**config.mk**
```make
export PLATFORM = sky130hd
export DESIGN_NAME = multi_channel_scoreboard
export DESIGN_NICKNAME = d
export VERILOG_FILES = /design/src/rtl/sb_pkg.sv /design/src/rtl/sb_channel_tracker.sv /design/src/rtl/multi_channel_scoreboard.sv
export SDC_FILE = /design/constraint.sdc
export NUM_CORES = 1
export LEC_CHECK = 0
export ABC_AREA = 1
export CAP_MARGIN = 20
export CORE_MARGIN = 2
export CORE_UTILIZATION = 50
export DETAILED_ROUTE_END_ITERATION = 8
export DONT_BUFFER_PORTS = 1
export GPL_TIMING_DRIVEN = 0
export PLACE_DENSITY_LB_ADDON = 0.08
export SLEW_MARGIN = 25
export SYNTH_ARGS = -nofsm -noshare
export SYNTH_HDL_FRONTEND = slang
export SYNTH_HIERARCHICAL = 1
export SYNTH_SLANG_ARGS = --single-unit
```
**constraint.sdc**
```tcl
create_clock -name clk -period 10.7 [get_ports clk]
set_input_delay 2.675 -clock clk [delete_from_list [all_inputs] [get_ports clk]]
set_output_delay 2.675 -clock clk [all_outputs]
set_load 0.01 [all_outputs]
```
**src/rtl/sb_pkg.sv**
```systemverilog
// Shared FSM type and default sizing for the multi-channel scoreboard.
// Defaults follow the FIFO_DEPTH / FIFO_DWIDTH option macros when they are set.
`ifndef FIFO_DEPTH
`define FIFO_DEPTH 8
`endif

`ifndef FIFO_DWIDTH
`define FIFO_DWIDTH 8
`endif

package sb_pkg;

  localparam int SB_DEPTH  = `FIFO_DEPTH;
  localparam int SB_WIDTH  = `FIFO_DWIDTH;
  localparam int SB_NUM_CH = 4;

  typedef enum logic [1:0] {
    IDLE  = 2'd0,
    TRACK = 2'd1,
    DONE  = 2'd2
  } sb_state_e;

endpackage

```
**src/rtl/sb_channel_tracker.sv**
```systemverilog
// One channel of the scoreboard: occupancy, magic-packet position and head check.
// Optional macro SB_REARM_EN returns the channel to IDLE after each check instead of DONE.
module sb_channel_tracker
   import sb_pkg::*;
#(
   parameter int DEPTH  = SB_DEPTH,
   parameter int WIDTH  = SB_WIDTH,
   parameter int CNTWID = $clog2(DEPTH) + 1
) (
   input  logic             clk,
   input  logic             rst,
   input  logic             push,
   input  logic             pop,
   input  logic             start,
   input  logic [WIDTH-1:0] data_in,
   input  logic [WIDTH-1:0] data_out,
   output logic             data_out_vld,
   output logic             prop_signal
);

   localparam logic [CNTWID-1:0] DEPTH_C = CNTWID'(DEPTH);
   localparam logic [CNTWID-1:0] ONE_C   = CNTWID'(1);

   sb_state_e         state_q, state_d;
   logic [CNTWID-1:0] occ_q, occ_d;
   logic [CNTWID-1:0] pos_q, pos_d;
   logic [WIDTH-1:0]  magic_q, magic_d;
   logic              push_ok, pop_ok, capture, exit_hit;

   always_comb begin
      push_ok  = push && (occ_q < DEPTH_C);
      pop_ok   = pop && (occ_q != '0);
      capture  = (state_q == IDLE) && start && push_ok;
      exit_hit = (state_q == TRACK) && (pos_q == ONE_C) && pop_ok;
      occ_d    = occ_q;
      if (push_ok && !pop_ok) begin
         occ_d = occ_q + ONE_C;
      end else if (!push_ok && pop_ok) begin
         occ_d = occ_q - ONE_C;
      end
   end

   always_ff @(posedge clk or negedge rst) begin
      if (!rst) begin
         state_q <= IDLE;
      end else begin
         state_q <= state_d;
      end
   end

   always_comb begin
      state_d = state_q;
      case (state_q)
         IDLE: begin
            if (capture) state_d = TRACK;
         end
         TRACK: begin
            if (exit_hit) begin
`ifdef SB_REARM_EN
               state_d = IDLE;
`else
               state_d = DONE;
`endif
            end
         end
         DONE:    state_d = DONE;
         default: state_d = IDLE;
      endcase
   end

   // Capture position is taken from occ_d so a same-cycle pop counts as ahead of the magic packet.
   always_comb begin
      pos_d   = pos_q;
      magic_d = magic_q;
      if (capture) begin
         pos_d   = occ_d;
         magic_d = data_in;
      end else if ((state_q == TRACK) && pop_ok) begin
         pos_d = pos_q - ONE_C;
      end
   end

   always_ff @(posedge clk or negedge rst) begin
      if (!rst) begin
         occ_q   <= '0;
         pos_q   <= '0;
         magic_q <= '0;
      end else begin
         occ_q   <= occ_d;
         pos_q   <= pos_d;
         magic_q <= magic_d;
      end
   end

   always_comb begin
      data_out_vld = exit_hit;
      prop_signal  = !exit_hit || (data_out == magic_q);
   end

endmodule

```
**src/rtl/multi_channel_scoreboard.sv**
```systemverilog
// Multi-channel data-integrity scoreboard: per-channel trackers plus shared error latch and check counter.
// Optional macro SB_REARM_EN lets every channel re-capture after a completed check.
module multi_channel_scoreboard
   import sb_pkg::*;
#(
   parameter int NUM_CH = SB_NUM_CH,
   parameter int DEPTH  = SB_DEPTH,
   parameter int WIDTH  = SB_WIDTH,
   parameter int CNTWID = $clog2(DEPTH) + 1,
   parameter int CHKWID = 8,
   parameter int CHWID  = (NUM_CH > 1) ? $clog2(NUM_CH) : 1
) (
   input  logic                    clk,
   input  logic                    rst,
   input  logic [NUM_CH-1:0]       push,
   input  logic [NUM_CH-1:0]       pop,
   input  logic [NUM_CH-1:0]       start,
   input  logic [NUM_CH*WIDTH-1:0] flat_data_in,
   input  logic [NUM_CH*WIDTH-1:0] flat_data_out,
   output logic [NUM_CH-1:0]       data_out_vld,
   output logic [NUM_CH-1:0]       prop_signal,
   output logic                    err_sticky,
   output logic [CHWID-1:0]        err_ch,
   output logic [CHKWID-1:0]       check_cnt
);

   logic [NUM_CH-1:0] fail;
   logic              err_sticky_q, err_sticky_d;
   logic [CHWID-1:0]  err_ch_q, err_ch_d;
   logic [CHKWID-1:0] check_cnt_q, check_cnt_d;

   for (genvar i = 0; i < NUM_CH; i++) begin : g_ch
      sb_channel_tracker #(
         .DEPTH  (DEPTH),
         .WIDTH  (WIDTH),
         .CNTWID (CNTWID)
      ) u_trk (
         .clk          (clk),
         .rst          (rst),
         .push         (push[i]),
         .pop          (pop[i]),
         .start        (start[i]),
         .data_in      (flat_data_in[i*WIDTH +: WIDTH]),
         .data_out     (flat_data_out[i*WIDTH +: WIDTH]),
         .data_out_vld (data_out_vld[i]),
         .prop_signal  (prop_signal[i])
      );
   end

   assign fail = data_out_vld & ~prop_signal;

   // Descending scan so the lowest failing channel is the one left in err_ch_d.
   always_comb begin
      err_sticky_d = err_sticky_q;
      err_ch_d     = err_ch_q;
      check_cnt_d  = check_cnt_q;
      if (!err_sticky_q && (fail != '0)) begin
         err_sticky_d = 1'b1;
         for (int i = NUM_CH - 1; i >= 0; i--) begin
            if (fail[i]) err_ch_d = CHWID'(i);
         end
      end
      for (int i = 0; i < NUM_CH; i++) begin
         if (data_out_vld[i] && (check_cnt_d != '1)) begin
            check_cnt_d = check_cnt_d + CHKWID'(1);
         end
      end
   end

   always_ff @(posedge clk or negedge rst) begin
      if (!rst) begin
         err_sticky_q <= 1'b0;
         err_ch_q     <= '0;
         check_cnt_q  <= '0;
      end else begin
         err_sticky_q <= err_sticky_d;
         err_ch_q     <= err_ch_d;
         check_cnt_q  <= check_cnt_d;
      end
   end

   assign err_sticky = err_sticky_q;
   assign err_ch     = err_ch_q;
   assign check_cnt  = check_cnt_q;

endmodule

```
==> results.toml <==
[placed_design]
port_buffers = 0
dpl_cell_area_um2 = 6320
place_hpwl_um = 10400
pre_cts_ws_ns = 3.91
gp_congestion = 0.856
placedCellCount = 968

[power_and_ir_drop]
finalPower_mw = 1.94
seqPwrFrac_pct = 31.1
p_int_mw = 1.08
leakagePower_nw = 3.46
p_sw_share_pct = 44.2
power.share.clock_pct = 18.1
power_density_nw_per_um2 = 291
combinationalPowerShare_pct = 50.7
p_switching_uw = 855
ir_drop_uv = 131

[synthesis]
synthesis.area_um2 = 6140
yosys_warnings = 6
yosysMostFrequentCell = "nand2_1"
synth_top_area_share_pct = 33.8
ys_seq_area_share_pct = 33.8
synth_area_leaders = "dfrtp_1 34%, nand2_1 18%, ha_1 6.3%"
synth_ff_type = "dfrtp_1"
yosys.area.top_type = "dfrtp_1"
async_flop_share_pct = 100
syn_nets = 930
avgSynthCellArea_um2 = 7.48
ys_types = 34
synthCells = 821
synth_edf_count = 0
ys_ff_latch = 83
synth_common_cells = "297 x nand2_1, 86 x inv_1, 83 x dfrtp_1, 46 x nand3_1, 37 x xnor2_1"

[timing]
hold_violations = 0
layout_setup_ws_ns = 3.95
rsz0062_at_grt = "no"
fin_crit_sh_pct = 63.1
setup_tns_ns = 0
fin_skew_ns = 0.00588
tightest_slew_ns = 0.893
max_freq_mhz = 148
setup_viol = 0
max_slew_margin_pct = 40.2
fin_hold_ws_ns = 0.489
min_period_ns = 6.75
maxSlewViolCount = 0

[floorplanning]
die-width_um = 115
die_h_um = 115
dieArea_um2 = 13200
start_util_pct = 51.1
io_pins = 97
num_rows = 40
core-area_um2 = 12000

[cts]
clock_sinks = 83
cts_tree = "done"
cts_hold_buf = 0
cts_setup_buffers = 0
cts_made_buffers = 9
htree_levels = 3
cts-root-buf = "clkbuf_16"
cts.clk_slew.worst_paths_ns = 0.06
cts.repair.resized = 0
clk_path_buf_depth = 2
clock_latency_ns = 0.34

[job]
drv_cap = 0

[global_route]
grt_max_degree = 84
grt_pass1_vias = 4978
grt_use_total_pct = 21.1
grt-ovfl-total = 0
grt_pass1_wl_um = 22100
antenna_found_initial = 0

[finish]
fin_area_um2 = 6660
fin_nets = 941
diodes = 0
area_growth_syn_to_layout_pct = 8.46
utilization_pct = 55.4
drive_gt1_share_pct = 15.5
n_fill_cell = 1146
fin_cells = 984

[worst_setup_path]
cp_top_family = "simple AND/OR/NAND/NOR gates"
end_kind = "primary output"
slowest_delay_ns = 0.71
startpoint_type = "input pin"
crit_arrival_ns = 4.08
crit_chain = "nand3_2, nor2_1, o21ai_0"
required_ns = 8.03
cp_max_fo = 9
slowest_stage = "nor2_1"
critical_path_class = "input pin to primary output"
path_buf_inv = 0

[route]
wl_um = 13100
vias = 5047
routedWlPerCell_um = 13.3
drtIter0Drc = 283
drc_errors = 0
viasPerCell = 5.13
first_pass_iters = 5
postRouteAntennaNets = 0

[hold_path]
hold_class = "register to register"

[run_status]
status = "complete, no violations"
==> state kept, by name, indices dropped and copies added (netlist names) <==
register / cells
g_ch.u_trk/state_q: 8
g_ch.u_trk/occ_q: 16
check_cnt: 8
g_ch.u_trk/pos_q: 16
err_sticky: 1
err_ch: 2
g_ch.u_trk/magic_q: 32
==> power by group through the flow <==
stage	sequential (mW)	clock (mW)	combinational [mW]
floorplan	0.577	0	0.828
global placement	0.602	0	0.948
detailed placement	0.607	0	0.986
CTS	0.603	0.361	0.991
global route	0.625	0.374	1.13
finish	0.603	0.351	0.982
==> cell families (layout without fill, tap and decap cells) <==
logic type               after synthesis  count (layout)  synth area share [%]
AND/OR/NAND/NOR                      494             494                  39.6
flip-flops                            83              83                  33.8
adder cells (fa/ha/maj)               31              31                  6.32
XOR/XNOR                              57              57                  8.62
buffers and inverters                113             129                  7.26
AO/OA/AOI/OAI                         43              43                  4.34
==> final timing paths <==
path,start,cells after the start,to,slack (ns)
max,pop[1],3,prop_signal[1],3.95
max reg2reg,g_ch[0].u_trk/occ_q[0],31,check_cnt[1],6.15
max in group asynchronous,rst,0,g_ch[1].u_trk/state_q[1],8.55
min,g_ch[3].u_trk/magic_q[0],2,g_ch[3].u_trk/magic_q[0],0.49
min reg2reg,g_ch[3].u_trk/magic_q[0],2,g_ch[3].u_trk/magic_q[0],0.49
min in group asynchronous,rst,0,g_ch[0].u_trk/occ_q[3],2.02
==> routing by layer <==
| metal | GRT usage (%) | routed length [um] | vias up |
|---|---|---|---|
| met5 | 0 | 0 | - |
| met4 | 8.84 | 218 | 0 |
| met3 | 6.38 | 936 | 14 |
| met2 | 36.2 | 6240 | 118 |
| met1 | 24.8 | 5670 | 2325 |
| li1 | - | - | 2590 |
==> cells in the final DEF (no fill, tap or decap), types with 2 or more instances in the layout <==
master / n
nand3b_1: 6
nor2_1: 33
xor2_1: 16
inv_2: 16
o21bai_1: 2
nand2_2: 19
o22ai_1: 2
xor2_2: 4
o21ai_2: 8
a21oi_1: 8
ha_1: 31
inv_1: 86
nand4_1: 24
xnor2_1: 37
dfrtp_1: 83
o31ai_1: 4
nor2_2: 11
nor2_4: 10
o21ai_0: 17
buf_2: 9
nand3_2: 12
nand2_4: 21
nand2_1: 297
nand3_1: 46
clkbuf_16: 9
nor3_1: 10
clkbuf_1: 3
bufinv_16: 3
==> cell type report <==
cell class	instances	area (um^2)	share of cell area [%]
Buffer	10	56.3	0.846
Multi-Input combinational cell	625	3620	54.3
Tap cell	147	184	2.76
Inverter	103	389	5.84
Clock inverter	4	98.8	1.48
Sequential cell	83	2080	31.2
Clock buffer	12	236	3.55
==> tightest hold or removal path, stage by stage (launching register included) <==
cell,delay (ns)
dfrtp_1,0.36
nand2_1,0.06
nand2_1,0.05
Power figures use the tool's default switching activity.
